`config.mk`:
```
export PLATFORM = sky130hd
export DESIGN_NAME = image_ycbcr444_rgb888
export DESIGN_NICKNAME = d
export VERILOG_FILES = /design/src/rtl/image_ycbcr444_rgb888.sv
export SDC_FILE = /design/constraint.sdc
export NUM_CORES = 1
export LEC_CHECK = 0
export ABC_AREA = 1
export CORE_MARGIN = 8
export CORE_UTILIZATION = 30
export CTS_CLUSTER_SIZE = 40
export DETAILED_ROUTE_END_ITERATION = 7
export DONT_BUFFER_PORTS = 1
export GPL_TIMING_DRIVEN = 0
export MAX_ROUTING_LAYER = met4
export PLACE_DENSITY = 0.49
export REMOVE_ABC_BUFFERS = 1
export SETUP_SLACK_MARGIN = 0.15
export SYNTH_ARGS = -nofsm -noshare
export SYNTH_HDL_FRONTEND = slang
export SYNTH_SLANG_ARGS = --single-unit
```
`constraint.sdc`:
```
create_clock -name clk -period 3.2 [get_ports clk]
set_input_delay 0.16 -clock clk [delete_from_list [all_inputs] [get_ports clk]]
set_output_delay 0.16 -clock clk [all_outputs]
set_load 0.03 [all_outputs]
```
`src/rtl/image_ycbcr444_rgb888.sv`:
```
// YCbCr 4:4:4 to RGB888/RGB565 converter, 3-clk free-running pipeline.
// Define YCBCR_FULL_RANGE_EN for JPEG full-range coefficients (default: BT.601 studio range).
module image_ycbcr444_rgb888 (
  input  logic        clk,
  input  logic        rst_n,
  input  logic        per_frame_vsync,
  input  logic        per_frame_href,
  input  logic        per_frame_clken,
  input  logic [7:0]  per_img_Y,
  input  logic [7:0]  per_img_Cb,
  input  logic [7:0]  per_img_Cr,
  output logic        post_frame_vsync,
  output logic        post_frame_href,
  output logic        post_frame_clken,
  output logic [7:0]  post_img_R,
  output logic [7:0]  post_img_G,
  output logic [7:0]  post_img_B,
  output logic [15:0] post_img_RGB565
);

`ifdef YCBCR_FULL_RANGE_EN
  localparam logic signed [20:0] KY    = 21'sd512;
  localparam logic signed [20:0] KRV   = 21'sd718;
  localparam logic signed [20:0] KGU   = 21'sd176;
  localparam logic signed [20:0] KGV   = 21'sd366;
  localparam logic signed [20:0] KBU   = 21'sd907;
  localparam logic signed [9:0]  Y_OFF = 10'sd0;
`else
  localparam logic signed [20:0] KY    = 21'sd596;
  localparam logic signed [20:0] KRV   = 21'sd817;
  localparam logic signed [20:0] KGU   = 21'sd201;
  localparam logic signed [20:0] KGV   = 21'sd416;
  localparam logic signed [20:0] KBU   = 21'sd1033;
  localparam logic signed [9:0]  Y_OFF = 10'sd16;
`endif

  localparam logic signed [20:0] ROUND = 21'sd256;

  // Stage 1: offset removal and coefficient products
  logic signed [9:0]  y_s;
  logic signed [8:0]  cb_s;
  logic signed [8:0]  cr_s;
  logic signed [20:0] ky_y, krv_cr, kgu_cb, kgv_cr, kbu_cb;

  always_comb begin
    y_s    = $signed({2'b00, per_img_Y}) - Y_OFF;
    cb_s   = $signed({1'b0, per_img_Cb}) - 9'sd128;
    cr_s   = $signed({1'b0, per_img_Cr}) - 9'sd128;
    ky_y   = KY  * 21'(y_s);
    krv_cr = KRV * 21'(cr_s);
    kgu_cb = KGU * 21'(cb_s);
    kgv_cr = KGV * 21'(cr_s);
    kbu_cb = KBU * 21'(cb_s);
  end

  logic signed [20:0] ky_y_r, krv_cr_r, kgu_cb_r, kgv_cr_r, kbu_cb_r;
  logic signed [20:0] r_sum, g_sum, b_sum;
  logic [2:0]         vsync_sr, href_sr, clken_sr;

  function automatic logic [7:0] clamp8(input logic signed [20:0] s);
    logic signed [20:0] q;
    q = s >>> 9;
    if (q < 21'sd0)        return 8'd0;
    else if (q > 21'sd255) return 8'd255;
    else                   return q[7:0];
  endfunction

  always_ff @(posedge clk or negedge rst_n) begin
    if (!rst_n) begin
      ky_y_r     <= '0;
      krv_cr_r   <= '0;
      kgu_cb_r   <= '0;
      kgv_cr_r   <= '0;
      kbu_cb_r   <= '0;
      r_sum      <= '0;
      g_sum      <= '0;
      b_sum      <= '0;
      post_img_R <= '0;
      post_img_G <= '0;
      post_img_B <= '0;
      vsync_sr   <= '0;
      href_sr    <= '0;
      clken_sr   <= '0;
    end else begin
      ky_y_r   <= ky_y;
      krv_cr_r <= krv_cr;
      kgu_cb_r <= kgu_cb;
      kgv_cr_r <= kgv_cr;
      kbu_cb_r <= kbu_cb;

      r_sum <= ky_y_r + krv_cr_r + ROUND;
      g_sum <= ky_y_r - kgu_cb_r - kgv_cr_r + ROUND;
      b_sum <= ky_y_r + kbu_cb_r + ROUND;

      // href_sr[1] is href aligned with the stage-2 sums; blank outside lines
      if (!href_sr[1]) begin
        post_img_R <= '0;
        post_img_G <= '0;
        post_img_B <= '0;
      end else begin
        post_img_R <= clamp8(r_sum);
        post_img_G <= clamp8(g_sum);
        post_img_B <= clamp8(b_sum);
      end

      vsync_sr <= {vsync_sr[1:0], per_frame_vsync};
      href_sr  <= {href_sr[1:0],  per_frame_href};
      clken_sr <= {clken_sr[1:0], per_frame_clken};
    end
  end

  assign post_frame_vsync = vsync_sr[2];
  assign post_frame_href  = href_sr[2];
  assign post_frame_clken = clken_sr[2];
  assign post_img_RGB565  = {post_img_R[7:3], post_img_G[7:2], post_img_B[7:3]};

endmodule

```
# [Word-level counts from Yosys, hierarchy flattened]
# Cells that the tools add are included.
[totals] out_inout_bits=43 elab_cells=44 in_bits=29 ff_bits=190
[op_classes] n_lt_le_gt_ge=6 n_addsub=10 muxes=9 n_mul=5
[ops] cell="$mux W8" n=9
[ops] cell="$add A21 B10 Y21 const B" n=3
[ops] cell="$gt A12 B9 Y1 const B" n=3
[ops] cell="$lt A12 B1 Y1 const B" n=3
[ops] cell="$mul A9 B9 Y18 const A" n=2
[ops] cell="$add A21 B20 Y21" n=1
[ops] cell="$add A21 B21 Y21" n=1
[ops] cell="$mul A12 B9 Y21 const A" n=1
[ops] cell="$sub A21 B18 Y21" n=1
[ops] cell="$sub A21 B21 Y21" n=1
[ops] cell="$mul A11 B9 Y20 const A" n=1
[ops] cell="$sub A8 B8 Y9 const B" n=2
[ops] cell="$mul A5 B9 Y14 const A" n=1
[ops] cell="$sub A8 B5 Y9 const B" n=1

# [Logic depth before layout (Yosys ltp)]
# Gate-level depths: netlist of run 1.
[depth] depth_word=4 mapped_depth=20 mapped_depth_nobuf=20

# [Worst setup path before layout of run 1]
# No wires, ideal clock.
[synth_path] path_type="input to register" start="input port per_img_Y[4]" end="register ky_y_r[16]" setup_time_ns=0.125 arrival_time_ns=3.603 slack_ns=-0.528 n_path_buf=0 required_ns=3.075 path_stages=16 cell_sequence="inv_1 > ha_1 > nand2_1 > nor2_1 > ha_1 > ha_1 > fa_1 > fa_1 > ha_1 > ha_1 > a21o_1 > nand2_1 > nand3_2 > nand3_1 > nand2_1 > xor2_1"
[synth_between] elab_chain_cells=2
[synth_rtl] item="start, declared" line="9" text="input logic [7:0] per_img_Y,"
[synth_rtl] item="$sub A8 B5 Y9" line="46" text="y_s = $signed({2'b00, per_img_Y}) - Y_OFF;"
[synth_rtl] item="$mul A9 B9 Y18" line="49" text="ky_y = KY * 21'(y_s);"
[synth_rtl] item="net ky_y[16]" line="43" text="logic signed [20:0] ky_y, krv_cr, kgu_cb, kgv_cr, kbu_cb;"
[synth_rtl] item="end signal, assigned" line="85" text="ky_y_r <= ky_y;"
[synth_rtl] item="end, declared" line="56" text="logic signed [20:0] ky_y_r, krv_cr_r, kgu_cb_r, kgv_cr_r, kbu_cb_r;"
# The timed path passes the listed nets, and every way through them passes these cells.

# [Worst setup path after layout of run 1]
[layout_path] start="input port per_img_Y[4]" end="register ky_y_r[17]"
# The elaborated chain is that of the path after synthesis.

==> run_results.csv, run 1 <==
group,metric,value,unit
grt,grt_usage,12.4,%
grt,grt_overflow_total,0,
power_and_ir_drop,combPwrFrac,66.2,%
setup_path,path_buf_inv,4,
floorplanning,row_count,78,
synthesis,synth_ff_type,"dfrtp_1",
placed_design,dpl-instance-area,14300,µm²
cts,cts_max_level,4,
min_path,hp-class,"in2async",
setup_path,reg2regPathDepth,9,
drt,num_vias,9800,
final_layout,synthToLayoutAreaGrowth,13.8,%
final_layout,fillers,4649,
synthesis,synth_top_area_cell,"ha_1",
setup_path,crit_top_cell,"ha_4",
synthesis,syn_area,13700,µm²
status,status,"finished, violations left",
placed_design,dp.cells,2137,
cts,clk_pin_slew,0.07,ns
synthesis,synth_edf_count,0,
setup_path,rr_endpoint,"g_sum[20]$_DFF_PN0_",
setup_path,crit_path_end_kind,"flip-flop",
timing,whs,-0.569,ns
timing,final_hold_viol_count,152,
synthesis,synth_top_cell_area_share,28.7,%
cts,cts_buffer_depth,2,
cts,cts_root_buf,"clkbuf_16",
floorplanning,die_y,230,µm
cts,postCtsHoldBufs,19,
timing,tightest_slew,0.570,ns
final_layout,layout.cells.non_filler,2205,
cts,clkLatencyLatePin,0.43,ns
synthesis,ys_types,39,
drt,drtIter0Drc,470,
cts,cts_buffers,17,
power_and_ir_drop,powerDensity,1050,nW/µm²
synthesis,synth_area_leaders,"ha_1 (29%), dfrtp_1 (28%), fa_1 (8.2%), nand2_1 (7.9%), inv_1 (7.4%)",
setup_path,crit_chain,"clkinvlp_4 -> ha_4 -> clkinv_4 -> ha_4 -> ha_4 -> inv_2 -> fa_1 -> inv_1 -> fa_2 -> fa_2 -> ha_4 -> a21oi_4 -> o21ai_2 -> nand2_1 -> nand4_1 -> xor2_1",
setup_path,path_max_fanout,5,
power_and_ir_drop,switching_share,50.7,%
setup_path,crit_path_start_kind,"primary input",
power_and_ir_drop,p_total,16.4,mW
grt,antenna_found_initial,0,
timing,skew,0.00869,ns
final_layout,regArea,3800,µm²
timing,fmax,0.329,GHz
timing,rsz0062_at_grt,"true",
floorplanning,coreArea,45200,µm²
status,failed_checks,"hold timing",
power_and_ir_drop,p_int,8.10,mW
cts,cts.sinks,152,
power_and_ir_drop,seqPwrFrac,20.9,%
final_layout,nets,1991,
timing,setup_viol,0,
drt,drt_first_pass_iters,5,
grt,grt_pass1_wl,51800,µm
final_layout,final_design_area_no_fill,15600,µm²
final_layout,final_common_cell,"ha_1",
job,drv_cap,0,
grt,grt_pass1_vias,9848,
final_layout,layout_common_cells,"ha_1 (296), nand2_1 (282), inv_1 (263), dfrtp_1 (152), nor2_1 (87)",
synthesis,syn_avg_cell_area,8.81,µm²
setup_path,rr_startpoint,"ky_y_r[13]$_DFF_PN0_",
floorplanning,fp.dieW,230,µm
drt,routed_via_density,4.44,
placed_design,gp_congestion,0.863,
power_and_ir_drop,vdd_drop_max,0.837,mV
synthesis,yosysWarnings,0,
synthesis,ys_ff_latch,152,
setup_path,regToRegSetupSlack,0.57,ns
drt,wire_per_inst,14.2,µm
setup_path,crit_type,"in2reg",
power_and_ir_drop,clockPowerShare,13.0,%
synthesis,synth-seq-area-share,27.8,%
placed_design,portBuffers,0,
drt,drcViolationCount,0,
setup_path,path_delay_family,"adder cells",
power_and_ir_drop,switchingPower,8.34,mW
timing,finalCritPeriodShare,95.0,%
grt,grt_max_degree,153,
setup_path,cp.required,3.51,ns
setup_path,max_stage_delay,0.57,ns
setup_path,slowest_stage,"fa_2",
final_layout,drive_gt1_share,7.73,%
timing,relSlewSlack,62.0,%
power_and_ir_drop,p_leak,8.52,nW
drt,wirelength,31200,µm
final_layout,antenna_cells,0,
synthesis,postSynthCellCount,1556,
cts,cts_tree,"done",
final_layout,utilization,34.5,%
final_layout,multiInputGateArea,9050,µm²
floorplanning,dieArea,52800,µm²
synthesis,synthArstFlopShare,100,%
placed_design,dp.final_hpwl,25800,µm
drt,detail-route-antenna-nets,0,
timing,period_minus_slack,3.04,ns
floorplanning,start_util,30.3,%
timing,slew_viol_final,0,
floorplanning,io_pins,72,
setup_path,arrival,3.35,ns
power by group through the flow:
stage	clock [mW]	combinational (mW)	sequential [mW]
floorplan	0	8.12	3.26
global placement	0	10.5	3.49
detailed placement	0	10.4	3.51
CTS	2.22	10.8	3.47
global route	2.28	12.6	3.51
finish	2.13	10.9	3.43
sequential cells by signal, indices dropped and copies added, names as in the netlist, 12 cells and up:
register and cells:
b_sum 12, g_sum 12, r_sum 12, kgu_cb_r 12, krv_cr_r 20, ky_y_r 18
kgv_cr_r 12, kbu_cb_r 21
per-stage QoR:
stage / hold WS [ns] / TNS [ns] / worst slack (ns)
2_1_floorplan: -0.136 / -5.29 / -0.528
3_3_place_gp: -0.128 / -17.49 / -1.00
3_5_place_dp: -0.130 / -18.08 / -1.05
4_1_cts: -0.599 / 0 / 0.111
5_1_grt: -0.597 / 0 / 0.0385
6_report: -0.569 / 0 / 0.159
how the worst max path moves through the flow:
stage,startpoint,to,depth (start not counted)
final,per_img_Y[4],ky_y_r[17]$_DFF_PN0_,16
after global routing,per_img_Y[4],ky_y_r[17]$_DFF_PN0_,16
after CTS,per_img_Y[4],ky_y_r[16]$_DFF_PN0_,19
after detailed placement,per_img_Y[4],ky_y_r[16]$_DFF_PN0_,16
after global placement,per_img_Y[4],ky_y_r[16]$_DFF_PN0_,16
after floorplan,per_img_Y[4],ky_y_r[16]$_DFF_PN0_,16
logic make-up after synthesis:
family	count (synthesis)	synth area share (%)
AO/OA/AOI/OAI	174	7.20
buffers and inverters	294	8.49
AND/OR/NAND/NOR	500	15.5
flip-flops	152	27.8
XOR/XNOR	66	4.22
adder cells (fa/ha/maj)	370	36.9
area by class of cell:
type | count | area share [%]
Multi-Input combinational cell | 1110 | 58.0
Sequential cell | 152 | 24.4
Inverter | 275 | 6.72
Tap cell | 600 | 4.81
Clock buffer | 19 | 2.84
Timing Repair Buffer | 36 | 2.04
Clock inverter | 13 | 1.18
cells in the mapped netlist (11+ instances only):
| master | count |
|---|---|
| nor2_1 | 92 |
| nand4_1 | 15 |
| a21oi_1 | 81 |
| o21ai_1 | 12 |
| inv_1 | 270 |
| fa_1 | 56 |
| xor2_1 | 47 |
| nand2_1 | 288 |
| ha_1 | 314 |
| o21bai_1 | 11 |
| a21o_1 | 14 |
| xnor2_1 | 19 |
| buf_4 | 16 |
| o21ai_0 | 36 |
| dfrtp_1 | 152 |
| nand3_1 | 68 |
routing by layer:
layer  GRT usage [%]  vias to the layer above  share of wire (%)
met4            2.73                        0                1.0
met1            16.8                     4574                 51
met3            1.81                       14                2.6
met5               -                        -                  0
li1                -                     5106                  -
met2            19.6                      106                 45
what timing repair did:
action                                 4_1_cts  5_1_grt
setup buffers                               12        5
gates cloned                                 0        0
resized for setup                           28       34
endpoints found under the hold margin      175      152
setup endpoints to repair                   26       20
pin swaps                                   12       12
No activity file was read; power rests on OpenSTA's default activity.
==> inputs of run 2 (changes only) <==
MAX_ROUTING_LAYER = default   (was met4)
==> run 2 against run 1 <==
- the flow still finishes with violations (hold timing)
- first-iteration DRC count decreased by 16%
- clock-buffer cell count decreased by 1
- sequential share of layout area increased by 0.083 points
- die area unchanged
- total power decreased by 1.1%
- sequential cell count unchanged
- worst hold slack got worse by 0.0049 ns
- clock power decreased by 6%
- combinational power about the same
- largest power group unchanged
==> run_results.csv, run 2 (synthesized netlist as in run 1, its figures left out) <==
group,metric,value,unit
drt,wirelength,31000,µm
final_layout,antenna_cells,0,
drt,routed_via_density,4.42,
timing,totalNegativeSetupSlack,0,ns
timing,skew,0.0111,ns
timing,setup_viol,0,
cts,cts_buffer_depth,2,
setup_path,cp.required,3.52,ns
cts,postCtsHoldBufs,20,
cts,clkLatencyLatePin,0.44,ns
timing,finalCritPeriodShare,94.7,%
final_layout,synthToLayoutAreaGrowth,13.5,%
cts,cts_max_level,4,
drt,num_vias,9745,
setup_path,arrival,3.35,ns
setup_path,crit_path_end_kind,"flip-flop",
cts,cts_root_buf,"clkbuf_16",
timing,period_minus_slack,3.03,ns
setup_path,crit_path_start_kind,"primary input",
drt,drt_first_pass_iters,5,
setup_path,path_max_fanout,5,
floorplanning,coreArea,45200,µm²
setup_path,regToRegSetupSlack,0.58,ns
grt,antenna_found_initial,0,
final_layout,regMostFlops,"kbu_cb_r",
floorplanning,die_y,230,µm
drt,detail-route-antenna-nets,0,
timing,tightest_slew,0.565,ns
status,status,"finished, violations left",
placed_design,dpl-instance-area,14300,µm²
drt,dr_wl_met2,13800,µm
floorplanning,fp.dieW,230,µm
cts,cts.sinks,152,
grt,grt_max_degree,153,
grt,grt_usage,12.1,%
floorplanning,start_util,30.3,%
placed_design,portBuffers,0,
grt,grt_pass1_vias,9913,
final_layout,final_design_area_no_fill,15500,µm²
setup_path,rr_endpoint,"g_sum[20]$_DFF_PN0_",
setup_path,crit_type,"in2reg",
cts,clk_pin_slew,0.07,ns
floorplanning,io_pins,72,
drt,met1Wirelength,15700,µm
placed_design,dp.final_hpwl,25500,µm
min_path,hp-class,"in2async",
drt,wl_met3,767,µm
job,drv_cap,0,
setup_path,rr_startpoint,"ky_y_r[13]$_DFF_PN0_",
final_layout,nets,1992,
power_and_ir_drop,p_leak,8.51,nW
grt,grt_pass1_wl,51800,µm
timing,fmax,0.330,GHz
power_and_ir_drop,p_total,16.3,mW
final_layout,reg_top3,"kbu_cb_r: 21 flops, krv_cr_r: 20 flops, ky_y_r: 18 flops",
power_and_ir_drop,vdd_drop_max,0.679,mV
status,failed_checks,"hold timing",
floorplanning,dieArea,52800,µm²
timing,rsz0062_at_grt,"true",
final_layout,layout_common_cells,"ha_1 (296), nand2_1 (285), inv_1 (262), dfrtp_1 (152), nor2_1 (87)",
timing,whs,-0.574,ns
cts,cts_buffers,17,
placed_design,gp_congestion,0.884,
final_layout,largest_reg_flops,21,
drt,top_layer,"met4",
timing,relSlewSlack,62.4,%
grt,grt_overflow_total,0,
setup_path,reg2regPathDepth,9,
timing,final_hold_viol_count,152,
power_and_ir_drop,powerDensity,1050,nW/µm²
drt,drcViolationCount,0,
drt,wire_per_inst,14.1,µm
cts,cts_tree,"done",
timing,slew_viol_final,0,
final_layout,drive_gt1_share,7.60,%
drt,drtIter0Drc,393,
floorplanning,row_count,78,
final_layout,final_common_cell,"ha_1",
run 2: critical path, cell delays in order:
cell,delay [ns]
clkinvlp_4,0.10
ha_4,0.31
inv_6,0.04
ha_4,0.21
ha_4,0.26
inv_2,0.03
fa_1,0.48
inv_2,0.04
fa_2,0.34
fa_2,0.56
ha_4,0.23
a21oi_4,0.13
o21ai_2,0.08
nand2_1,0.06
nand4_1,0.16
xor2_1,0.18
run 2: where the power goes:
part	switching (mW)	internal, mW
registers	0.718	2.70
clock network	0.890	1.11
logic	6.70	4.14
run 2: layout make-up:
type	count	area, µm²
Fill cell	4695	29600
Clock buffer	18	429
Timing Repair Buffer	37	332
Multi-Input combinational cell	1110	9030
Tap cell	600	751
Clock inverter	14	154
Inverter	275	1050
Sequential cell	152	3800
run 2: worst max path at each step:
stage / from / slack, ns / depth (start not counted) / end
global placement: per_img_Y[4] / -1.01 / 16 / ky_y_r[16]$_DFF_PN0_
finish: per_img_Y[4] / 0.17 / 16 / ky_y_r[17]$_DFF_PN0_
detailed placement: per_img_Y[4] / -1.02 / 17 / ky_y_r[15]$_DFF_PN0_
global route: per_img_Y[4] / 0.03 / 17 / ky_y_r[15]$_DFF_PN0_
CTS: per_img_Y[4] / 0.13 / 18 / ky_y_r[15]$_DFF_PN0_
floorplan: per_img_Y[4] / -0.53 / 16 / ky_y_r[16]$_DFF_PN0_
run 2: per-stage QoR:
stage	setup slack [ns]	cells	util (%)
4_1_cts	0.135	2199	33.9
5_1_grt	0.0294	2206	34.4
3_5_place_dp	-1.02	2137	31.7
2_1_floorplan	-0.528	1537	-
6_report	0.169	2206	34.4
3_3_place_gp	-1.01	2137	31.7
run 2: layer usage:
metal	global-route usage, %	vias to the layer above
met3	1.71	25
met5	0	-
met4	3.76	0
met1	16.8	4491
met2	19.1	111
li1	-	5118
run 2: repair_timing:
action / 4_1_cts / 5_1_grt
pin swaps: 9 / 11
endpoints found under the setup margin: 25 / 16
hold endpoints to repair: 174 / 152
buffers inserted: 10 / 7
resized for setup: 25 / 32
